File: src/rtl/onchip_mem_arbiter_pkg.sv
// Shared constants and state type for the on-chip RAM arbiter.
package onchip_mem_pkg;

  localparam int unsigned MEM_ADDR_W = 11;
  localparam int unsigned MEM_DATA_W = 32;
  localparam int unsigned MEM_DEPTH  = 2048;

  typedef enum logic [0:0] {
    ARB,
    CLEAR
  } arb_state_t;

endpackage

File: src/rtl/onchip_mem_arbiter_rr_grant.sv
// Combinational round-robin picker: first set request at or above ptr_i, with wrap.
module rr_grant #(
  parameter int unsigned N    = 2,
  parameter int unsigned IdxW = (N > 1) ? $clog2(N) : 1
) (
  input  logic [N-1:0]    req_i,
  input  logic [IdxW-1:0] ptr_i,
  output logic [N-1:0]    gnt_o,
  output logic [IdxW-1:0] gnt_idx_o,
  output logic            gnt_valid_o
);

  // Walk offsets 0..N-1 from the pointer; the first active slot wins.
  always_comb begin
    gnt_o       = '0;
    gnt_idx_o   = '0;
    gnt_valid_o = 1'b0;
    for (int unsigned k = 0; k < N; k++) begin
      for (int unsigned j = 0; j < N; j++) begin
        if (!gnt_valid_o && req_i[j] && ((32'(ptr_i) + k) % N == j)) begin
          gnt_valid_o = 1'b1;
          gnt_o[j]    = 1'b1;
          gnt_idx_o   = IdxW'(j);
        end
      end
    end
  end

endmodule

File: src/rtl/onchip_mem_arbiter.sv
// Round-robin arbiter sharing one single-port RAM among NUM_REQ Avalon-MM
// requesters, with a sequencer that fills the whole RAM while stalling everyone.
module onchip_mem_arbiter
  import onchip_mem_pkg::*;
#(
  parameter int unsigned       NUM_REQ = 2,
  parameter int unsigned       ADDR_W  = MEM_ADDR_W,
  parameter int unsigned       DATA_W  = MEM_DATA_W,
  parameter int unsigned       DEPTH   = MEM_DEPTH,
  parameter logic [DATA_W-1:0] FILL    = '0,
  localparam int unsigned      BE_W    = DATA_W / 8
) (
  input  logic                      clk,
  input  logic                      reset,
  input  logic [NUM_REQ*ADDR_W-1:0] req_address,
  input  logic [NUM_REQ*BE_W-1:0]   req_byteenable,
  input  logic [NUM_REQ-1:0]        req_read,
  input  logic [NUM_REQ-1:0]        req_write,
  input  logic [NUM_REQ*DATA_W-1:0] req_writedata,
  output logic [NUM_REQ-1:0]        req_waitrequest,
  output logic [DATA_W-1:0]         req_readdata,
  output logic [NUM_REQ-1:0]        req_readdatavalid,
  output logic [ADDR_W-1:0]         mem_address,
  output logic [BE_W-1:0]           mem_byteenable,
  output logic                      mem_chipselect,
  output logic                      mem_write,
  output logic [DATA_W-1:0]         mem_writedata,
  output logic                      mem_clken,
  input  logic [DATA_W-1:0]         mem_readdata,
  input  logic                      clear_start,
  output logic                      clear_busy,
  output logic                      clear_done
);

  localparam int unsigned IDX_W = $clog2(NUM_REQ);
  // One spare bit so DEPTH == 2**ADDR_W still has a distinct terminal count.
  localparam int unsigned CNT_W = ADDR_W + 1;

  arb_state_t       state_q;
  logic [IDX_W-1:0] rr_ptr_q;
  logic             pend_valid_q;
  logic [IDX_W-1:0] pend_id_q;
  logic [CNT_W-1:0] clr_cnt_q;
  logic             clear_busy_q;
  logic             clear_done_q;

  logic [NUM_REQ-1:0] active;
  logic [NUM_REQ-1:0] gnt_oh;
  logic [IDX_W-1:0]   gnt_idx;
  logic               gnt_valid;
  logic               arb_en;
  logic               accept_read;

  logic [ADDR_W-1:0] sel_addr;
  logic [BE_W-1:0]   sel_be;
  logic [DATA_W-1:0] sel_wd;
  logic              sel_rd;
  logic              sel_wr;

  assign active = req_read | req_write;

  rr_grant #(
    .N    (NUM_REQ),
    .IdxW (IDX_W)
  ) u_rr_grant (
    .req_i       (active),
    .ptr_i       (rr_ptr_q),
    .gnt_o       (gnt_oh),
    .gnt_idx_o   (gnt_idx),
    .gnt_valid_o (gnt_valid)
  );

  // A grant is only real when arbitrating and not held in reset.
  assign arb_en = !reset && (state_q == ARB) && gnt_valid;
  // Read+write together is treated as a write, so it never returns data.
  assign accept_read = arb_en && sel_rd && !sel_wr;

  // One-hot mux of the granted requester's command.
  always_comb begin
    sel_addr = '0;
    sel_be   = '0;
    sel_wd   = '0;
    sel_rd   = 1'b0;
    sel_wr   = 1'b0;
    for (int unsigned i = 0; i < NUM_REQ; i++) begin
      if (gnt_oh[i]) begin
        sel_addr = req_address[i*ADDR_W +: ADDR_W];
        sel_be   = req_byteenable[i*BE_W +: BE_W];
        sel_wd   = req_writedata[i*DATA_W +: DATA_W];
        sel_rd   = req_read[i];
        sel_wr   = req_write[i];
      end
    end
  end

  // RAM-side command and requester stalls.
  always_comb begin
    req_waitrequest = '1;
    mem_address     = sel_addr;
    mem_byteenable  = sel_be;
    mem_writedata   = sel_wd;
    mem_chipselect  = 1'b0;
    mem_write       = 1'b0;
    if (reset) begin
      // everyone stalled, RAM idle
    end else if (state_q == CLEAR) begin
      mem_chipselect = 1'b1;
      mem_write      = 1'b1;
      mem_byteenable = '1;
      mem_address    = clr_cnt_q[ADDR_W-1:0];
      mem_writedata  = FILL;
    end else if (gnt_valid) begin
      req_waitrequest = ~gnt_oh;
      mem_chipselect  = 1'b1;
      mem_write       = sel_wr;
    end
  end

  // Read data valid strobe goes to whoever owns the read accepted last cycle.
  always_comb begin
    req_readdatavalid = '0;
    if (pend_valid_q) begin
      req_readdatavalid[pend_id_q] = 1'b1;
    end
  end

  assign req_readdata = mem_readdata;
  assign mem_clken    = 1'b1;
  assign clear_busy   = clear_busy_q;
  assign clear_done   = clear_done_q;

  // Arbitration pointer, pending-read tracking and the clear FSM.
  always_ff @(posedge clk) begin
    if (reset) begin
      state_q      <= ARB;
      rr_ptr_q     <= '0;
      pend_valid_q <= 1'b0;
      pend_id_q    <= '0;
      clr_cnt_q    <= '0;
      clear_busy_q <= 1'b0;
      clear_done_q <= 1'b0;
    end else begin
      pend_valid_q <= accept_read;
      if (accept_read) begin
        pend_id_q <= gnt_idx;
      end
      if (arb_en) begin
        rr_ptr_q <= (gnt_idx == IDX_W'(NUM_REQ - 1)) ? '0 : gnt_idx + 1'b1;
      end
      clear_done_q <= 1'b0;
      case (state_q)
        ARB: begin
          if (clear_start) begin
            state_q      <= CLEAR;
            clr_cnt_q    <= '0;
            clear_busy_q <= 1'b1;
          end
        end
        CLEAR: begin
          clr_cnt_q <= clr_cnt_q + 1'b1;
          if (clr_cnt_q == CNT_W'(DEPTH - 1)) begin
            state_q      <= ARB;
            clear_busy_q <= 1'b0;
            clear_done_q <= 1'b1;
          end
        end
        default: begin
          state_q      <= ARB;
          clear_busy_q <= 1'b0;
        end
      endcase
    end
  end

endmodule

File: config.mk
export PLATFORM = sky130hd
export DESIGN_NAME = onchip_mem_arbiter
export DESIGN_NICKNAME = d
export VERILOG_FILES = /design/src/rtl/onchip_mem_arbiter_pkg.sv /design/src/rtl/onchip_mem_arbiter_rr_grant.sv /design/src/rtl/onchip_mem_arbiter.sv
export SDC_FILE = /design/constraint.sdc
export NUM_CORES = 1
export LEC_CHECK = 0
export ABC_AREA = 1
export CORE_AREA = 2 2 85 87
export DETAILED_ROUTE_END_ITERATION = 7
export DIE_AREA = 0 0 87 89
export DONT_BUFFER_PORTS = 1
export PLACE_DENSITY = 0.47
export RECOVER_POWER = 50
export SYNTH_ARGS = -nofsm -noshare
export SYNTH_HDL_FRONTEND = slang
export SYNTH_HIERARCHICAL = 1
export SYNTH_SLANG_ARGS = --single-unit
File: constraint.sdc
create_clock -name clk -period 3.3 [get_ports clk]
set_input_delay 0.99 -clock clk [delete_from_list [all_inputs] [get_ports clk]]
set_output_delay 0.99 -clock clk [all_outputs]
set_load 0.01 [all_outputs]
==> reports/summary.json, run 1 <==
{
  "setup_path": {
    "timing.setup.critical_path_class": "primary input to output pin",
    "worst_endpoint_data_arrival_time_ns": 2.27,
    "timing.critical_path.required_ns": 2.31,
    "start_kind": "primary input",
    "worstReg2RegEnd": "clr_cnt_q[10]$_SDFFE_PP0P_",
    "cp_startpoint": "req_read[1]",
    "crit_path_max_fanout": 23,
    "timing.reg2reg.setup_slack_ns": 1.86,
    "crit_end": "mem_writedata[20]",
    "crit-reg2reg-launch": "clr_cnt_q[1]$_SDFFE_PP0P_",
    "worstRegToRegCells": 7,
    "cp-end-kind": "output pin"
  },
  "clock_network": {
    "clockBufferDepth": 2,
    "tritoncts_clock_tree": "yes",
    "cts.root.buffer_cell": "sky130_fd_sc_hd__clkbuf_8",
    "clkTransAtPathRegs_ns": 0.07,
    "numCtsBuffers": 3,
    "clkSinkCount": 18,
    "insertion_delay_ns": 0.25,
    "cts_htree_levels": 1
  },
  "power": {
    "ir_drop_uv": 124,
    "power.density_cell_area_nw_per_um2": 376,
    "power.leakage_nw": 0.877
  },
  "finish": {
    "instances_no_fill": 364,
    "final-seq-area_um2": 360,
    "top_library_cells_by_usage_in_the_layout_fill_and_taps_aside": "sky130_fd_sc_hd__nor2_1 (55), sky130_fd_sc_hd__nand2_1 (53), sky130_fd_sc_hd__a22oi_1 (39), sky130_fd_sc_hd__inv_1 (20)",
    "footprint_of_the_multi_input_gates_um2": 1120,
    "final_layout_size_suffix_gt1_frac": 0.165,
    "fillers": 752,
    "mostFrequentLayoutCell": "sky130_fd_sc_hd__nor2_1",
    "area_overhead_vs_synth_pct": 6.69,
    "final_net_count": 419,
    "n_antenna_cell": 0
  },
  "route": {
    "drt-total-wl_um": 6820,
    "dr.pass1.iters": 4,
    "iter_0_drt_violations": 66,
    "m1WireLength_um": 2600,
    "vias_per_cell": 5.40,
    "top_layer_used": "met4",
    "detailroute.via_count": 1964,
    "drt_drc_violations_left": 0,
    "avgRoutedWirePerCell_um": 18.7,
    "met2RoutedLength_um": 3460,
    "ant_nets": 0,
    "wl_met3_um": 661
  },
  "synthesis": {
    "synth_area_per_cell_um2": 6.17,
    "post_synth_inst_count": 306,
    "yosys_warnings": 6,
    "ys_seq_elements": 18,
    "synth_fp_nets": 440,
    "netlist-cell-type-count": 28,
    "synthesis.area_um2": 1890,
    "ys_seq_area_frac": 0.191
  },
  "placed_design": {
    "port-buffer-count": 0,
    "placedCellCount": 355,
    "detailedPlacementHpwl_um": 5340,
    "final_replace_weighted_congestion": 0.847
  },
  "grt": {
    "global_route_wire_length_before_repair_um": 8720,
    "grt-ovfl-total": 0,
    "grt_use_total": 0.145,
    "antenna_found_initial": 0,
    "grt_start_max_net_pins": 47,
    "number_of_global_route_vias_before_repair": 1652
  },
  "hold_path": {
    "path_category_of_the_worst_min_delay_check": "flop to flop"
  },
  "timing": {
    "setup-violations-final": 0,
    "hold_viol_final": 0,
    "finalSetupTns_ns": 0,
    "slew_viol_final": 0,
    "period_utilization": 0.987,
    "max_freq_mhz": 307,
    "finalCriticalPeriod_ns": 3.26,
    "final.setup_skew_ns": 0.00403
  },
  "floorplanning": {
    "chipHeight_um": 89,
    "count_of_pins_on_the_block_boundary": 221,
    "dieArea_um2": 7740,
    "placementRows": 30,
    "initial_utilization": 0.281,
    "core_um2": 6720,
    "fp.dieW_um": 87
  },
  "status": {
    "run_status": "finished clean"
  },
  "job": {
    "max_cap_viol_count": 0
  }
}
==> power by group <==
group          switching, mW  internal [mW]
logic                  0.209          0.142
clock network         0.0712          0.106
registers            0.00655          0.223
==> metrics by stage <==
step	hold slack [ns]	area [um^2]	power, mW	worst slack [ns]	utilization
3_5_place_dp	0.419	1840	0.540	-0.0581	0.274
3_3_place_gp	0.426	1840	0.535	0.0204	0.274
2_1_floorplan	0.410	1890	0.495	0.0529	-
6_report	0.427	2020	0.758	0.0443	0.300
4_1_cts	0.430	1920	0.724	-0.0155	0.285
5_1_grt	0.459	2020	0.810	-0.0293	0.300
==> worst max-delay path, cell delays in order <==
cell and delay (ns):
sky130_fd_sc_hd__or2_4 0.26, sky130_fd_sc_hd__a21oi_2 0.17, sky130_fd_sc_hd__inv_1 0.09, sky130_fd_sc_hd__nor2_4 0.12, sky130_fd_sc_hd__buf_12 0.13, sky130_fd_sc_hd__clkbuf_16 0.19
sky130_fd_sc_hd__a22oi_1 0.09, sky130_fd_sc_hd__nor2_1 0.22
==> logic make-up (layout without fill, tap and decap cells) <==
| family | Yosys count | count (layout) | share of synthesized area |
|---|---|---|---|
| AND/OR/NAND/NOR | 139 | 139 | 0.315 |
| buffers and inverters | 74 | 52 | 0.230 |
| flip-flops | 18 | 18 | 0.191 |
| XOR/XNOR | 1 | 1 | 0.00464 |
| AO/OA/AOI/OAI | 72 | 72 | 0.252 |
| other | 1 | 1 | 0.00198 |
| adder cells (fa/ha/maj) | 1 | 1 | 0.00662 |
==> worst min-delay path by stage <==
stage,from,endpoint,slack (ns),cells after the start
finish,clr_cnt_q[11]$_SDFFE_PP0P_,clear_done$_SDFF_PP0_,0.43,1
detailed placement,clr_cnt_q[11]$_SDFFE_PP0P_,clear_done$_SDFF_PP0_,0.42,1
global placement,clr_cnt_q[11]$_SDFFE_PP0P_,clear_done$_SDFF_PP0_,0.43,1
CTS,clr_cnt_q[11]$_SDFFE_PP0P_,clear_done$_SDFF_PP0_,0.43,1
global route,clr_cnt_q[11]$_SDFFE_PP0P_,clear_done$_SDFF_PP0_,0.46,1
floorplan,clr_cnt_q[11]$_SDFFE_PP0P_,clear_done$_SDFF_PP0_,0.41,1
==> synthesized netlist by cell type (all sizes together) <==
| cell | number | area share |
|---|---|---|
| o21ai | 8 | 0.021 |
| nand2 | 58 | 0.12 |
| a21oi | 19 | 0.050 |
| nand3 | 13 | 0.034 |
| buf | 49 | 0.18 |
| xor2 | 1 | 0.0046 |
| conb | 1 | 0.0020 |
| a211oi | 1 | 0.0040 |
| a21boi | 1 | 0.0040 |
| nand4 | 2 | 0.0066 |
| clkbuf | 2 | 0.0040 |
| o21a | 1 | 0.0040 |
| or2 | 4 | 0.013 |
| dfxtp | 18 | 0.19 |
| inv | 23 | 0.047 |
| a32o | 1 | 0.0053 |
| ha | 1 | 0.0066 |
| a22oi | 41 | 0.16 |
| nor3 | 3 | 0.011 |
| nor2 | 59 | 0.13 |
==> state kept, by name, summed over array words and instances (netlist names) <==
register      flops
clr_cnt_q        12
clear_done        1
pend_valid_q      1
state_q           1
pend_id_q         1
clear_busy        1
rr_ptr_q          1
==> per-layer routing <==
layer | track usage | up-vias
met5 | 0 | -
met4 | 0.0298 | 0
met3 | 0.0517 | 8
met2 | 0.253 | 104
met1 | 0.173 | 910
li1 | - | 942
==> repair_timing <==
| action | in CTS | in global routing |
|---|---|---|
| resized for setup | 7 | 3 |
| gates cloned | 0 | 3 |
| pin swaps | 1 | 3 |
| buffers inserted | 0 | 2 |
| hold buffers | 0 | 0 |
| setup endpoints to repair | 7 | 35 |
==> layout make-up <==
type	count	area share
flip-flops and latches	18	0.179
repair buffers	25	0.144
clock buffers	4	0.0273
inverters	23	0.0441
well taps	80	0.0497
multi-input cells	214	0.556
No activity file was read; power rests on OpenSTA's default activity.
==> run 2: changes to the inputs <==
- CORE_AREA: 2 2 85 87 -> not set
- CORE_ASPECT_RATIO: not set -> 0.9
- CORE_MARGIN: not set -> 10
- CORE_UTILIZATION: not set -> 36
- DIE_AREA: 0 0 87 89 -> not set
- PLACE_DENSITY: 0.47 -> 0.56
==> reports/summary.json, run 2 (same netlist as run 1, synthesis figures left out) <==
{
  "setup_path": {
    "crit_path_max_fanout": 23,
    "timing.reg2reg.setup_slack_ns": 1.79,
    "crit_cells": 10,
    "timing.setup.critical_path_class": "primary input to output pin",
    "max_stage_delay_ns": 0.30,
    "worst_path_most_repeated_cell": "sky130_fd_sc_hd__buf_12",
    "worstRegToRegCells": 7,
    "timing.critical_path.required_ns": 2.31,
    "worst_endpoint_data_arrival_time_ns": 2.24,
    "combined_buffer_and_inverter_count_along_the_critical_path": 4,
    "cell_with_the_largest_stage_delay_on_the_worst_path": "sky130_fd_sc_hd__or2_2",
    "cp-end-kind": "output pin",
    "cpLargestDelayFamily": "simple AND/OR/NAND/NOR gates",
    "start_kind": "primary input",
    "timing.critical_path.cells": "or2_2 > inv_2 > nand2_2 > nand2_4 > nor2_4 > buf_12 > buf_12 > buf_16 > a22oi_1 > nor2_2"
  },
  "route": {
    "ant_nets": 0,
    "vias_per_cell": 5.70,
    "drt_drc_violations_left": 0,
    "iter_0_drt_violations": 120,
    "drt-total-wl_um": 7670,
    "avgRoutedWirePerCell_um": 22.0,
    "detailroute.via_count": 1988,
    "dr.pass1.iters": 4
  },
  "timing": {
    "max_freq_mhz": 310,
    "grt_setup_unrepaired": "yes",
    "finalCriticalPeriod_ns": 3.23,
    "final.setup_skew_ns": 0.00699,
    "hold_viol_final": 0,
    "setup_slack_of_the_critical_path_after_layout_ns": 0.0693,
    "hold-worst-slack_ns": 0.438,
    "slew_viol_final": 0,
    "setup-violations-final": 0,
    "finalSetupTns_ns": 0,
    "period_utilization": 0.979
  },
  "floorplanning": {
    "core_um2": 4950,
    "placementRows": 24,
    "count_of_pins_on_the_block_boundary": 221,
    "dieArea_um2": 8550,
    "chipHeight_um": 88.7,
    "initial_utilization": 0.381,
    "fp.dieW_um": 96.4
  },
  "grt": {
    "global_route_wire_length_before_repair_um": 10200,
    "number_of_global_route_vias_before_repair": 1829,
    "antenna_found_initial": 1,
    "grt_use_total": 0.148,
    "grt-ovfl-total": 0,
    "grt_start_max_net_pins": 41
  },
  "hold_path": {
    "path_category_of_the_worst_min_delay_check": "flop to flop",
    "hold_path_depth": 1
  },
  "finish": {
    "area_overhead_vs_synth_pct": 8.68,
    "mostFrequentLayoutCell": "sky130_fd_sc_hd__nand2_1",
    "instances_no_fill": 349,
    "final_layout_size_suffix_gt1_frac": 0.239,
    "n_antenna_cell": 0,
    "final_area_um2": 2050,
    "max_flop_register": "clr_cnt_q",
    "final_util": 0.414,
    "flip_flop_count_of_the_largest_register_after_layout": 12,
    "top_library_cells_by_usage_in_the_layout_fill_and_taps_aside": "sky130_fd_sc_hd__nand2_1 (54), sky130_fd_sc_hd__a22oi_1 (38), sky130_fd_sc_hd__nor2_1 (36), sky130_fd_sc_hd__nor2_2 (20), sky130_fd_sc_hd__inv_1 (19)",
    "final_net_count": 419
  },
  "power": {
    "design_power_total_mw": 0.784,
    "total_switching_power_mw": 0.302,
    "ir_drop_uv": 156,
    "clock_share_of_power": 0.235,
    "internal_power_of_the_cells_mw": 0.482,
    "power.density_cell_area_nw_per_um2": 382,
    "power.leakage_nw": 0.876,
    "pwr-share-seq": 0.292,
    "switching_share": 0.385,
    "power_frac_comb": 0.473
  },
  "clock_network": {
    "numCtsBuffers": 3,
    "clkTransAtPathRegs_ns": 0.08,
    "tritoncts_clock_tree": "yes",
    "clockBufferDepth": 2,
    "cts.root.buffer_cell": "sky130_fd_sc_hd__clkbuf_8",
    "clkSinkCount": 18,
    "insertion_delay_ns": 0.26,
    "cts_htree_levels": 1,
    "postCtsHoldBufs": 0
  },
  "placed_design": {
    "port-buffer-count": 0,
    "placedCellCount": 340,
    "final_replace_weighted_congestion": 0.892,
    "cell_area_after_placement_um2": 1810,
    "detailedPlacementHpwl_um": 6070,
    "detailedPlace.worstSlack_ns": -0.0372
  },
  "status": {
    "run_status": "finished clean"
  },
  "job": {
    "max_cap_viol_count": 0
  }
}
## run 2: cell type report
| cell class | instances | area [um^2] |
|---|---|---|
| Fill cell | 535 | 2900 |
| Multi-Input combinational cell | 214 | 1170 |
| Sequential cell | 18 | 360 |
| Timing Repair Buffer | 25 | 293 |
| Inverter | 23 | 88.8 |
| Tap cell | 65 | 81.3 |
| Clock buffer | 4 | 55.1 |
## run 2: worst paths after layout
path	endpoint	from
hold / removal	clear_done$_SDFF_PP0_	clr_cnt_q[11]$_SDFFE_PP0P_
hold reg to reg	clear_done$_SDFF_PP0_	clr_cnt_q[11]$_SDFFE_PP0P_
setup / recovery	mem_writedata[12]	req_write[0]
setup reg to reg	clr_cnt_q[10]$_SDFFE_PP0P_	clr_cnt_q[1]$_SDFFE_PP0P_
## run 2: routing by layer
metal,wire length (um),vias up,GRT usage,share of wire
met5,10,-,0,0.0013
met4,97,2,0.0290,0.013
met3,1130,20,0.0686,0.15
met2,3660,126,0.231,0.48
met1,2770,900,0.184,0.36
li1,-,940,-,-
## run 2: power by group through the flow
stage          logic (mW)  registers, mW  clock network (mW)
2_1_floorplan       0.262          0.233                   0
3_3_place_gp        0.301          0.234                   0
3_5_place_dp        0.304          0.234                   0
4_1_cts             0.331          0.229               0.187
5_1_grt             0.406          0.230               0.202
6_report            0.371          0.229               0.184
## run 2: repair_timing
action                                  4_1_cts  5_1_grt
gates resized for setup                      17       15
cloned                                        1        2
pin swaps                                     0        5
buffers inserted                              0        2
endpoints found under the setup margin        2       48
